## src/rtl/gol_pkg.sv

```systemverilog
// Shared types and constants for the Game-of-Life generation sequencer.
// Holds the FSM state encoding, the default B3/S23 rule masks and the rule-word field layout.
package gol_pkg;

    typedef enum logic [2:0] {
        ST_IDLE,
        ST_LATCH,
        ST_REQ,
        ST_WAIT_RSP,
        ST_SWAP
    } state_e;

    localparam int MASK_W = 9;

    localparam logic [MASK_W-1:0] RULE_DEFAULT_BIRTH   = 9'h008;
    localparam logic [MASK_W-1:0] RULE_DEFAULT_SURVIVE = 9'h00C;

    // Rule word layout: birth mask in [8:0], survive mask in [24:16].
    localparam int RULE_BIRTH_LSB   = 0;
    localparam int RULE_SURVIVE_LSB = 16;

    typedef struct packed {
        logic [MASK_W-1:0] birth;
        logic [MASK_W-1:0] survive;
    } rule_masks_t;

endpackage

```

## src/rtl/gol_gen_sequencer_if.sv

```systemverilog
// Cell request/response and back-bank write bus between the sequencer and the update datapath.
// master = sequencer side, slave = datapath plus grid RAM side.
interface gol_gen_sequencer_if #(
    parameter int X_W    = 3,
    parameter int Y_W    = 3,
    parameter int ADDR_W = 6
);
    logic              cell_req_valid;
    logic              cell_req_ready;
    logic [X_W-1:0]    cell_x;
    logic [Y_W-1:0]    cell_y;
    logic              cell_rsp_valid;
    logic              cell_next;
    logic              wr_en;
    logic [ADDR_W-1:0] wr_addr;
    logic              wr_data;

    modport master (
        output cell_req_valid, cell_x, cell_y, wr_en, wr_addr, wr_data,
        input  cell_req_ready, cell_rsp_valid, cell_next
    );

    modport slave (
        input  cell_req_valid, cell_x, cell_y, wr_en, wr_addr, wr_data,
        output cell_req_ready, cell_rsp_valid, cell_next
    );
endinterface

```

## src/rtl/gol_rule_decode.sv

```systemverilog
// Combinational rule-word decode into birth/survive masks.
// An all-zero rule word selects classic Conway B3/S23.
module gol_rule_decode
    import gol_pkg::*;
(
    input  logic [31:0] rule_i,
    output rule_masks_t masks_o
);
    always_comb begin
        // NOTE: every output gets a value before any branch so no latch can be inferred.
        masks_o.birth   = rule_i[RULE_BIRTH_LSB +: MASK_W];
        masks_o.survive = rule_i[RULE_SURVIVE_LSB +: MASK_W];
        if (rule_i == '0) begin
            masks_o.birth   = RULE_DEFAULT_BIRTH;
            masks_o.survive = RULE_DEFAULT_SURVIVE;
        end
    end
endmodule

```

## src/rtl/gol_gen_sequencer.sv

```systemverilog
// Game-of-Life generation controller: rasters the grid, issues one datapath request per cell,
// writes each result into the back bank and swaps banks at the end of every generation.
module gol_gen_sequencer
    import gol_pkg::*;
#(
    parameter int GRID_W = 8,
    parameter int GRID_H = 8,
    parameter int ADDR_W = 6,
    parameter int GEN_W  = 16
) (
    input  logic                 clk,
    input  logic                 rst_n,
    input  logic                 start,
    input  logic                 run,
    input  logic [31:0]          rule,
    output logic [MASK_W-1:0]    birth_mask,
    output logic [MASK_W-1:0]    survive_mask,
    gol_gen_sequencer_if.master  cell_bus,
    output logic                 bank_sel,
    output logic                 busy,
    output logic                 update_done,
    output logic [GEN_W-1:0]     gen_count,
    output logic                 proto_err
);
    localparam int X_W = $clog2(GRID_W);
    localparam int Y_W = $clog2(GRID_H);
    localparam logic [X_W-1:0] X_LAST = X_W'(GRID_W - 1);
    localparam logic [Y_W-1:0] Y_LAST = Y_W'(GRID_H - 1);

    state_e          state_q;
    logic [X_W-1:0]  x_q;
    logic [Y_W-1:0]  y_q;
    rule_masks_t     masks_q;
    rule_masks_t     masks_dec;
    logic            bank_q;
    logic [GEN_W-1:0] gen_q;
    logic            err_q;
    logic            rsp_accept;

    gol_rule_decode u_rule_decode (
        .rule_i  (rule),
        .masks_o (masks_dec)
    );

    assign rsp_accept = (state_q == ST_WAIT_RSP) && cell_bus.cell_rsp_valid;

    always_ff @(posedge clk or negedge rst_n) begin
        if (!rst_n) begin
            // NOTE: sequential state uses non-blocking assignments so every register updates from pre-edge values.
            state_q <= ST_IDLE;
            x_q     <= '0;
            y_q     <= '0;
            masks_q <= '0;
            bank_q  <= 1'b0;
            gen_q   <= '0;
            err_q   <= 1'b0;
        end else begin
            if (cell_bus.cell_rsp_valid && state_q != ST_WAIT_RSP) begin
                err_q <= 1'b1;
            end
            unique case (state_q)
                ST_IDLE: begin
                    if (start || run) state_q <= ST_LATCH;
                end
                ST_LATCH: begin
                    masks_q <= masks_dec;
                    x_q     <= '0;
                    y_q     <= '0;
                    state_q <= ST_REQ;
                end
                ST_REQ: begin
                    if (cell_bus.cell_req_ready) state_q <= ST_WAIT_RSP;
                end
                ST_WAIT_RSP: begin
                    if (cell_bus.cell_rsp_valid) begin
                        if (x_q == X_LAST) begin
                            x_q <= '0;
                            if (y_q == Y_LAST) begin
                                state_q <= ST_SWAP;
                            end else begin
                                y_q     <= y_q + 1'b1;
                                state_q <= ST_REQ;
                            end
                        end else begin
                            x_q     <= x_q + 1'b1;
                            state_q <= ST_REQ;
                        end
                    end
                end
                ST_SWAP: begin
                    bank_q  <= ~bank_q;
                    gen_q   <= gen_q + 1'b1;
                    state_q <= run ? ST_LATCH : ST_IDLE;
                end
                default: state_q <= ST_IDLE;
            endcase
        end
    end

    // Status and request strobes are decodes of the state register; only the write strobe
    // follows the response input within the same cycle.
    assign busy                    = (state_q != ST_IDLE);
    assign update_done             = (state_q == ST_SWAP);
    assign cell_bus.cell_req_valid = (state_q == ST_REQ);
    assign cell_bus.cell_x         = x_q;
    assign cell_bus.cell_y         = y_q;
    assign cell_bus.wr_en          = rsp_accept;
    assign cell_bus.wr_data        = cell_bus.cell_next;
    assign cell_bus.wr_addr        = ADDR_W'(y_q) * ADDR_W'(GRID_W) + ADDR_W'(x_q);

    assign birth_mask   = masks_q.birth;
    assign survive_mask = masks_q.survive;
    assign bank_sel     = bank_q;
    assign gen_count    = gen_q;
    assign proto_err    = err_q;
endmodule
```

## src/flat_wrapper.sv

```systemverilog
// flat-port wrapper written by rule: the top's interface ports become plain ports
module gol_gen_sequencer_flat import gol_pkg::*;
#(
    parameter int GRID_W = 8,
    parameter int GRID_H = 8,
    parameter int ADDR_W = 6,
    parameter int GEN_W  = 16
)
  (clk, rst_n, start, run, rule, birth_mask, survive_mask, bank_sel, busy, update_done, gen_count, proto_err, cell_bus_cell_req_valid, cell_bus_cell_x, cell_bus_cell_y, cell_bus_wr_en, cell_bus_wr_addr, cell_bus_wr_data, cell_bus_cell_req_ready, cell_bus_cell_rsp_valid, cell_bus_cell_next);
  gol_gen_sequencer_if #(.ADDR_W(ADDR_W)) cell_bus_i ();
  input  logic clk;
  input  logic rst_n;
  input  logic start;
  input  logic run;
  input  logic [31:0] rule;
  output logic [MASK_W-1:0] birth_mask;
  output logic [MASK_W-1:0] survive_mask;
  output logic bank_sel;
  output logic busy;
  output logic update_done;
  output logic [GEN_W-1:0] gen_count;
  output logic proto_err;
  output wire logic [$bits(cell_bus_i.cell_req_valid)-1:0] cell_bus_cell_req_valid;
  output wire logic [$bits(cell_bus_i.cell_x)-1:0] cell_bus_cell_x;
  output wire logic [$bits(cell_bus_i.cell_y)-1:0] cell_bus_cell_y;
  output wire logic [$bits(cell_bus_i.wr_en)-1:0] cell_bus_wr_en;
  output wire logic [$bits(cell_bus_i.wr_addr)-1:0] cell_bus_wr_addr;
  output wire logic [$bits(cell_bus_i.wr_data)-1:0] cell_bus_wr_data;
  input wire logic [$bits(cell_bus_i.cell_req_ready)-1:0] cell_bus_cell_req_ready;
  input wire logic [$bits(cell_bus_i.cell_rsp_valid)-1:0] cell_bus_cell_rsp_valid;
  input wire logic [$bits(cell_bus_i.cell_next)-1:0] cell_bus_cell_next;
  assign cell_bus_cell_req_valid = cell_bus_i.cell_req_valid;
  assign cell_bus_cell_x = cell_bus_i.cell_x;
  assign cell_bus_cell_y = cell_bus_i.cell_y;
  assign cell_bus_wr_en = cell_bus_i.wr_en;
  assign cell_bus_wr_addr = cell_bus_i.wr_addr;
  assign cell_bus_wr_data = cell_bus_i.wr_data;
  assign cell_bus_i.cell_req_ready = cell_bus_cell_req_ready;
  assign cell_bus_i.cell_rsp_valid = cell_bus_cell_rsp_valid;
  assign cell_bus_i.cell_next = cell_bus_cell_next;
  gol_gen_sequencer #(.GRID_W(GRID_W), .GRID_H(GRID_H), .ADDR_W(ADDR_W), .GEN_W(GEN_W)) u_core (.clk(clk), .rst_n(rst_n), .start(start), .run(run), .rule(rule), .birth_mask(birth_mask), .survive_mask(survive_mask), .cell_bus(cell_bus_i), .bank_sel(bank_sel), .busy(busy), .update_done(update_done), .gen_count(gen_count), .proto_err(proto_err));
endmodule
```

## config.mk

```make
export PLATFORM = sky130hd
export DESIGN_NAME = gol_gen_sequencer_flat
export DESIGN_NICKNAME = d
export VERILOG_FILES = /design/src/rtl/gol_pkg.sv /design/src/rtl/gol_gen_sequencer_if.sv /design/src/rtl/gol_rule_decode.sv /design/src/rtl/gol_gen_sequencer.sv /design/src/flat_wrapper.sv
export SDC_FILE = /design/constraint.sdc
export NUM_CORES = 1
export LEC_CHECK = 0
export CORE_MARGIN = 2
export CORE_UTILIZATION = 43
export CTS_BUF_LIST = sky130_fd_sc_hd__clkbuf_4
export DETAILED_ROUTE_END_ITERATION = 10
export GPL_TIMING_DRIVEN = 1
export HOLD_SLACK_MARGIN = 0.05
export PLACE_DENSITY = 0.87
export SLEW_MARGIN = 5
export SYNTH_ARGS = -nofsm -noshare
export SYNTH_HDL_FRONTEND = slang
export SYNTH_SLANG_ARGS = --single-unit
```

## constraint.sdc

```tcl
create_clock -name clk -period 2.3 [get_ports clk]
set_input_delay 0.575 -clock clk [delete_from_list [all_inputs] [get_ports clk]]
set_output_delay 0.575 -clock clk [all_outputs]
set_load 0.1 [all_outputs]
```

==> results_dict.tcl, run 1 <==
set metrics [dict create \
    grtUsageTotal_pct 18.3 \
    io_pins 92 \
    n_antenna_cell 0 \
    drc_errors 0 \
    fin_nets 344 \
    synth-edff-count 0 \
    synth_area_per_cell_um2 9.85 \
    status "completed" \
    worst_setup_path_end_kind "output pin" \
    syn_nets 256 \
    rr_startpoint "u_core.state_q[2]" \
    fin_skew_ns 0.0236 \
    p_int_mw 1.32 \
    grt_max_degree 26 \
    rsz0062_at_grt "false" \
    totalWireLength_um 4680 \
    ys.flop_type "dfrtp_1" \
    total_power_mw 2.49 \
    ant_nets 0 \
    seqPwrFrac_pct 36.1 \
    holdWs_ns 0.160 \
    period_minus_slack_ns 2.15 \
    netlist_instances 212 \
    p_sw_mw 1.17 \
    critPathLaunchType "input port" \
    finalMaxSlewViolations 0 \
    hp-class "in2async" \
    drt_iter0_markers 71 \
    drt-wirelength-per-cell_um 13.2 \
    synth_cell_types 36 \
    avgViaCountPerCell 5.04 \
    cts_tree "done" \
    ctsLongestPathBuffers 2 \
    dp_cells 347 \
    power.leakage_nw 1.45 \
    die-area_um2 5430 \
    cts_resized 0 \
    hpwlAfterDp_um 3700 \
    power.density_nw_per_um2 825 \
    drive_gt1_share_pct 24.9 \
    max_cap_violations 0 \
    worst-path-max-fanout 3 \
    overflow 0 \
    dr.pass1.iters 4 \
    final-hold-violation-count 0 \
    numCtsBuffers 5 \
    antenna_found_initial 0 \
    gp_congestion 0.782 \
    fillers 399 \
    io_buffer_count 89 \
    synth_common_cells "62 x nand2_1, 45 x dfrtp_1, 12 x nor2_1, 12 x xnor2_1, 8 x nor4_1" \
    root_buffer "clkbuf_4" \
    netlist.area_leader.share_pct 53.9 \
    setup_viol 0 \
    netlist_top_cells_area "dfrtp_1 54%, nand2_1 11%, xnor2_1 5.0%, ha_1 3.0%, buf_4 2.5%" \
    dr_total_vias 1789 \
    die_w_um 73.7 \
    yosys_warnings 0 \
    vdd_drop_max_mv 1.30 \
    htree_levels 2 \
    switching_share_pct 46.9 \
    final_cells 355 \
    synth.yosys.seq_area_share_pct 53.9 \
    die_h_um 73.7 \
    finalCritPeriodShare_pct 93.3 \
    synthArstFlopShare_pct 100 \
    insertion_delay_ns 0.37 \
    yosys.cell_count.top_type "nand2_1" \
    core_um2 4690 \
    cp-startpoint "cell_bus_cell_rsp_valid" \
    clkPwrFrac_pct 19.8 \
    cts_sinks 45 \
    synth_top_area_cell "dfrtp_1" \
    grt_pass1_vias 1737 \
    tightest_slew_ns 0.529 \
    ctsHoldBuffers 0 \
    synth_area_um2 2090 \
    yosys_register_bits 45 \
    row_count 25 \
    cts_setup_buffers 0 \
    clk_pin_slew_worst_paths_ns 0.15 \
    comb_power_share_pct 44.1 \
    setup_tns_ns 0 \
    worst-endpoint-required_ns 1.73 \
    arrival_ns 1.57 \
    critPathKind "in2out" \
    max_freq_mhz 466 \
    start_util_pct 44.5 \
    slew_headroom_pct 64.7 \
    grt_pass1_wl_um 7700 \
    syn_to_final_growth_pct 44.5 \
]
==> cells in the final DEF, fill, tap and decap left out, types with 2 or more instances in the layout <==
cell type / synthesis / final
and3b_1: 2 / 2
o21ai_0: 5 / 5
nor4_1: 8 / 8
nor2_1: 12 / 12
buf_4: 7 / 56
ha_1: 5 / 5
nand4_1: 6 / 6
nor4_4: 2 / 2
inv_1: 2 / 2
nand3_1: 7 / 7
nor2b_1: 2 / 2
dfrtp_1: 45 / 45
xnor2_1: 12 / 12
nor3b_2: 0 / 2
nor3_1: 2 / 2
clkbuf_4: 0 / 5
a21oi_1: 3 / 3
buf_12: 0 / 4
nand2_1: 62 / 62
a21o_1: 2 / 2
xor2_1: 4 / 4
clkdlybuf4s50_1: 0 / 36
==> layer usage <==
metal / GRT usage (%) / wire [um]
met1: 22.8 / 1980
met2: 31.5 / 2380
met3: 4.12 / 253
met4: 5.25 / 69
met5: 0 / 0
==> sequential cells by signal (all words and copies together), names as in the netlist <==
name,flops
u_core.gen_count,16
u_core.cell_bus.cell_y,3
u_core.state_q,3
u_core.birth_mask,9
u_core.proto_err,1
u_core.cell_bus.cell_x,3
u_core.survive_mask,9
u_core.bank_sel,1
==> cell families (layout without fill, tap and decap cells) <==
logic type	count (synthesis)	after routing	synth area share, %
adder cells (fa/ha/maj)	5	5	3.00
XOR/XNOR	16	16	6.71
flip-flops	45	45	53.9
AO/OA/AOI/OAI	14	14	4.19
AND/OR/NAND/NOR	114	114	27.1
buffers and inverters	18	107	5.03
==> area by class of cell <==
cell class / instances / area (um^2) / share of cell area [%]
clock inverters: 3 / 46.3 / 1.53
flip-flops and latches: 45 / 1130 / 37.3
repair buffers: 97 / 866 / 28.7
multi-input cells: 149 / 867 / 28.7
clock buffers: 5 / 37.5 / 1.24
well taps: 54 / 67.6 / 2.24
inverters: 2 / 7.51 / 0.249
==> worst paths after layout <==
path,end,slack (ns),cells after the start
hold reg to reg,u_core.gen_count[15],0.48,1
max in group asynchronous,u_core.state_q[2],1.47,2
setup / recovery,cell_bus_wr_en,0.15,3
min in group clk,u_core.gen_count[15],0.48,1
setup reg to reg,u_core.gen_count[15],0.56,5
hold / removal,u_core.gen_count[12],0.16,1
==> critical path: stages <==
cell	delay (ns)
clkdlybuf4s50_1	0.47
and4b_1	0.32
buf_12	0.21
==> stage by stage <==
stage                     utilization, %  cell area [um^2]  setup slack [ns]
after floorplan                        -              2090            -0.106
after global placement              62.5              2930             0.199
after detailed placement            62.5              2930             0.169
after CTS                           64.3              3020             0.139
after global routing                64.3              3020            0.0660
final                               64.3              3020             0.154
==> power by group through the flow <==
| stage | logic, mW | registers [mW] | clock network (mW) |
|---|---|---|---|
| 6_report | 1.10 | 0.898 | 0.494 |
| 5_1_grt | 1.14 | 0.908 | 0.538 |
| 4_1_cts | 1.10 | 0.897 | 0.506 |
| 3_5_place_dp | 1.10 | 0.910 | 0 |
| 3_3_place_gp | 1.09 | 0.910 | 0 |
| 2_1_floorplan | 0.542 | 1.25 | 0 |
Power figures use the tool's default switching activity.
==> inputs of run 2 (changes only) <==
--- a/config.mk
+++ b/config.mk
@@ -6,13 +6,14 @@
 export NUM_CORES = 1
 export LEC_CHECK = 0
 export CORE_MARGIN = 2
-export CORE_UTILIZATION = 43
+export CORE_UTILIZATION = 44
 export CTS_BUF_LIST = sky130_fd_sc_hd__clkbuf_4
 export DETAILED_ROUTE_END_ITERATION = 10
 export GPL_TIMING_DRIVEN = 1
 export HOLD_SLACK_MARGIN = 0.05
-export PLACE_DENSITY = 0.87
+export PLACE_DENSITY = 0.88
 export SLEW_MARGIN = 5
 export SYNTH_ARGS = -nofsm -noshare
 export SYNTH_HDL_FRONTEND = slang
+export SYNTH_HIERARCHICAL = 1
 export SYNTH_SLANG_ARGS = --single-unit
==> run 2 against run 1 <==
Compared with the run above:
- global-route usage increased by 0.27 points
- first-iteration DRC count increased by 2.8%
- sequential cell count unchanged
- total power increased by 14%
- critical endpoint is now update_done
- combinational power increased by 36%
- synthesized area increased by 2.6%
- synthesized cell count decreased by 10%
- non-clock buffer count decreased by 2
- final cell count decreased by 6.2%
- clock skew decreased by 0.017 ns
==> results_dict.tcl, run 2 <==
set metrics [dict create \
    status "completed" \
    synth-xor-area-share_pct 6.54 \
    slew_headroom_pct 72.3 \
    netlist_instances 190 \
    totalWireLength_um 4660 \
    reg2reg_depth 4 \
    core_um2 4720 \
    drc_errors 0 \
    setup_ws_ns 0.0940 \
    path_cells "or3b_4, inv_2, buf_12" \
    final_cell_mix "53 x buf_4, 42 x dfrtp_1, 36 x clkdlybuf4s50_1" \
    antenna_found_initial 0 \
    yosys_warnings 6 \
    setup_tns_ns 0 \
    grt_max_degree 22 \
    cts_tree "done" \
    htree_levels 2 \
    row_count 25 \
    switching_share_pct 51.3 \
    power.density_nw_per_um2 936 \
    total_power_mw 2.83 \
    drt_iter0_markers 73 \
    max_cap_violations 0 \
    fin_nets 310 \
    synth_fa_ha_area_share_pct 3.50 \
    critPathTopFamily "flip-flops" \
    dr_total_vias 1666 \
    gp_congestion 0.813 \
    syn_to_final_growth_pct 41.0 \
    root_buffer "clkbuf_4" \
    setup_viol 0 \
    final_cells 333 \
    worst_setup_path_end_kind "output pin" \
    avgViaCountPerCell 5.00 \
    synthMuxAreaShare_pct 10.4 \
    die-area_um2 5450 \
    syn_nets 235 \
    synth.yosys.seq_area_share_pct 52.5 \
    die_h_um 73.8 \
    numCtsBuffers 5 \
    cp_num_buf_inv 2 \
    tightest_slew_ns 0.413 \
    dp_slack_ns 0.109 \
    path_depth 3 \
    power.leakage_nw 1.41 \
    clkPwrFrac_pct 13.1 \
    synth_cell_types 36 \
    synth_area_um2 2140 \
    ant_nets 0 \
    final_area_um2 3020 \
    largest_reg_flops 16 \
    yosys.area_share.simple_pct 15.9 \
    cts_sinks 45 \
    final_common_cell "buf_4" \
    fin_skew_ns 0.00712 \
    critPathSlowestCell "dfrtp_2" \
    seqPwrFrac_pct 34.0 \
    rsz0062_at_grt "false" \
    overflow 0 \
    finalMaxSlewViolations 0 \
    synth_area_per_cell_um2 11.3 \
    synth-edff-count 0 \
    vdd_drop_max_mv 0.813 \
    fillers 396 \
    critPathKind "reg2out" \
    yosys_register_bits 45 \
    n_antenna_cell 0 \
    p_int_mw 1.38 \
    grt_pass1_vias 1701 \
    max_freq_mhz 453 \
    io_pins 92 \
    synth_top_family_by_area "simple AND/OR/NAND/NOR gates" \
    rr_startpoint "u_core/state_q[1]" \
    r2r_end "u_core/gen_count[15]" \
    synth_top_area_cell "dfrtp_1" \
    hp-class "in2async" \
    synth-compound-area-share_pct 3.91 \
    arrival_ns 1.63 \
    worst-path-max-fanout 10 \
    r2r_slack_ns 0.52 \
    die_w_um 73.8 \
    final-hold-violation-count 0 \
    start_util_pct 45.4 \
    grt_pass1_wl_um 7800 \
    hpwlAfterDp_um 3660 \
    comb_power_share_pct 52.9 \
    synthArstFlopShare_pct 100 \
    grtUsageTotal_pct 18.5 \
    placed_area_um2 2930 \
    slowest_delay_ns 0.50 \
    dr.pass1.iters 4 \
    dp_cells 322 \
    ys.flop_type "dfrtp_1" \
    netlist_top_cells_area "dfrtp_1 53%, mux2_2 9.5%, xnor2_1 5.3%, ha_1 3.5%, clkbuf_1 3.2%" \
    netlist.area_leader.share_pct 52.5 \
    worst-endpoint-required_ns 1.73 \
    ctsLongestPathBuffers 2 \
    finalCritPeriodShare_pct 95.9 \
    yosys.cell_count.top_type "dfrtp_1" \
    p_sw_mw 1.45 \
    synth_common_cells "45 x dfrtp_1, 18 x clkbuf_1, 18 x mux2_2" \
    clk_pin_slew_worst_paths_ns 0.13 \
    period_minus_slack_ns 2.21 \
    holdWs_ns 0.122 \
    critPathLaunchType "flop" \
    drt-wirelength-per-cell_um 14.0 \
    drive_gt1_share_pct 35.3 \
    utilization_pct 64.0 \
    insertion_delay_ns 0.34 \
    io_buffer_count 89 \
]
==> run 2: cell types whose count changed after synthesis, moves of 4 or more <==
cell and delta:
nor2_1 -6, nand4_1 +4, mux2_2 +18, o21bai_1 +4, nand2_1 -51, clkbuf_1 +13
==> run 2: cell type report <==
type / instances / area (um^2) / area share [%]
flip-flops and latches: 45 / 1130 / 37.4
multi-input cells: 112 / 871 / 28.8
repair buffers: 95 / 856 / 28.3
well taps: 67 / 83.8 / 2.77
clock buffers: 5 / 37.5 / 1.24
clock inverters: 3 / 22.5 / 0.745
inverters: 6 / 22.5 / 0.745
==> run 2: how the worst max path moves through the flow <==
stage | to | slack (ns) | startpoint
floorplan | cell_bus_wr_en | 0.1 | u_core/state_q[0]
global placement | cell_bus_wr_en | 0.16 | cell_bus_cell_rsp_valid
detailed placement | cell_bus_wr_en | 0.11 | cell_bus_cell_rsp_valid
CTS | cell_bus_wr_en | 0.005 | u_core/state_q[2]
global route | update_done | 0.006 | u_core/state_q[1]
finish | update_done | 0.09 | u_core/state_q[1]
==> run 2: repair_timing <==
action                     4_1_cts  5_1_grt
buffers inserted                 0        3
gates cloned                     0        0
hold buffers                     0        0
pin swaps                        0        0
resized for setup                3        3
setup endpoints to repair        2        2
==> run 2: kinds of logic (layout without fill, tap and decap cells) <==
group | Yosys count | in the layout
muxes | 20 | 20
and+or+nand+nor | 58 | 58
AOI/OAI and AO/OA | 12 | 12
xor gates and xnor gates | 16 | 16
adders and majority gates | 6 | 6
buffers and inverters | 33 | 109
DFF | 45 | 45
==> run 2: metal layers <==
| layer | vias up | wire length (um) | track usage (%) | share of wire [%] |
|---|---|---|---|---|
| met5 | - | 0 | 0 | 0 |
| met4 | 0 | 82 | 6.46 | 1.8 |
| met3 | 10 | 229 | 4.66 | 4.9 |
| met2 | 57 | 2380 | 31.5 | 51 |
| met1 | 798 | 1970 | 22.7 | 42 |
| li1 | 801 | - | - | - |
==> run 2: power by group through the flow <==
stage               clock network [mW]  registers, mW  logic, mW
finish                           0.372          0.962       1.50
global route                     0.437          0.975       1.55
CTS                              0.400          0.974       1.45
detailed placement                   0          0.986       1.45
global placement                     0          0.979       1.43
floorplan                            0           1.51      0.603
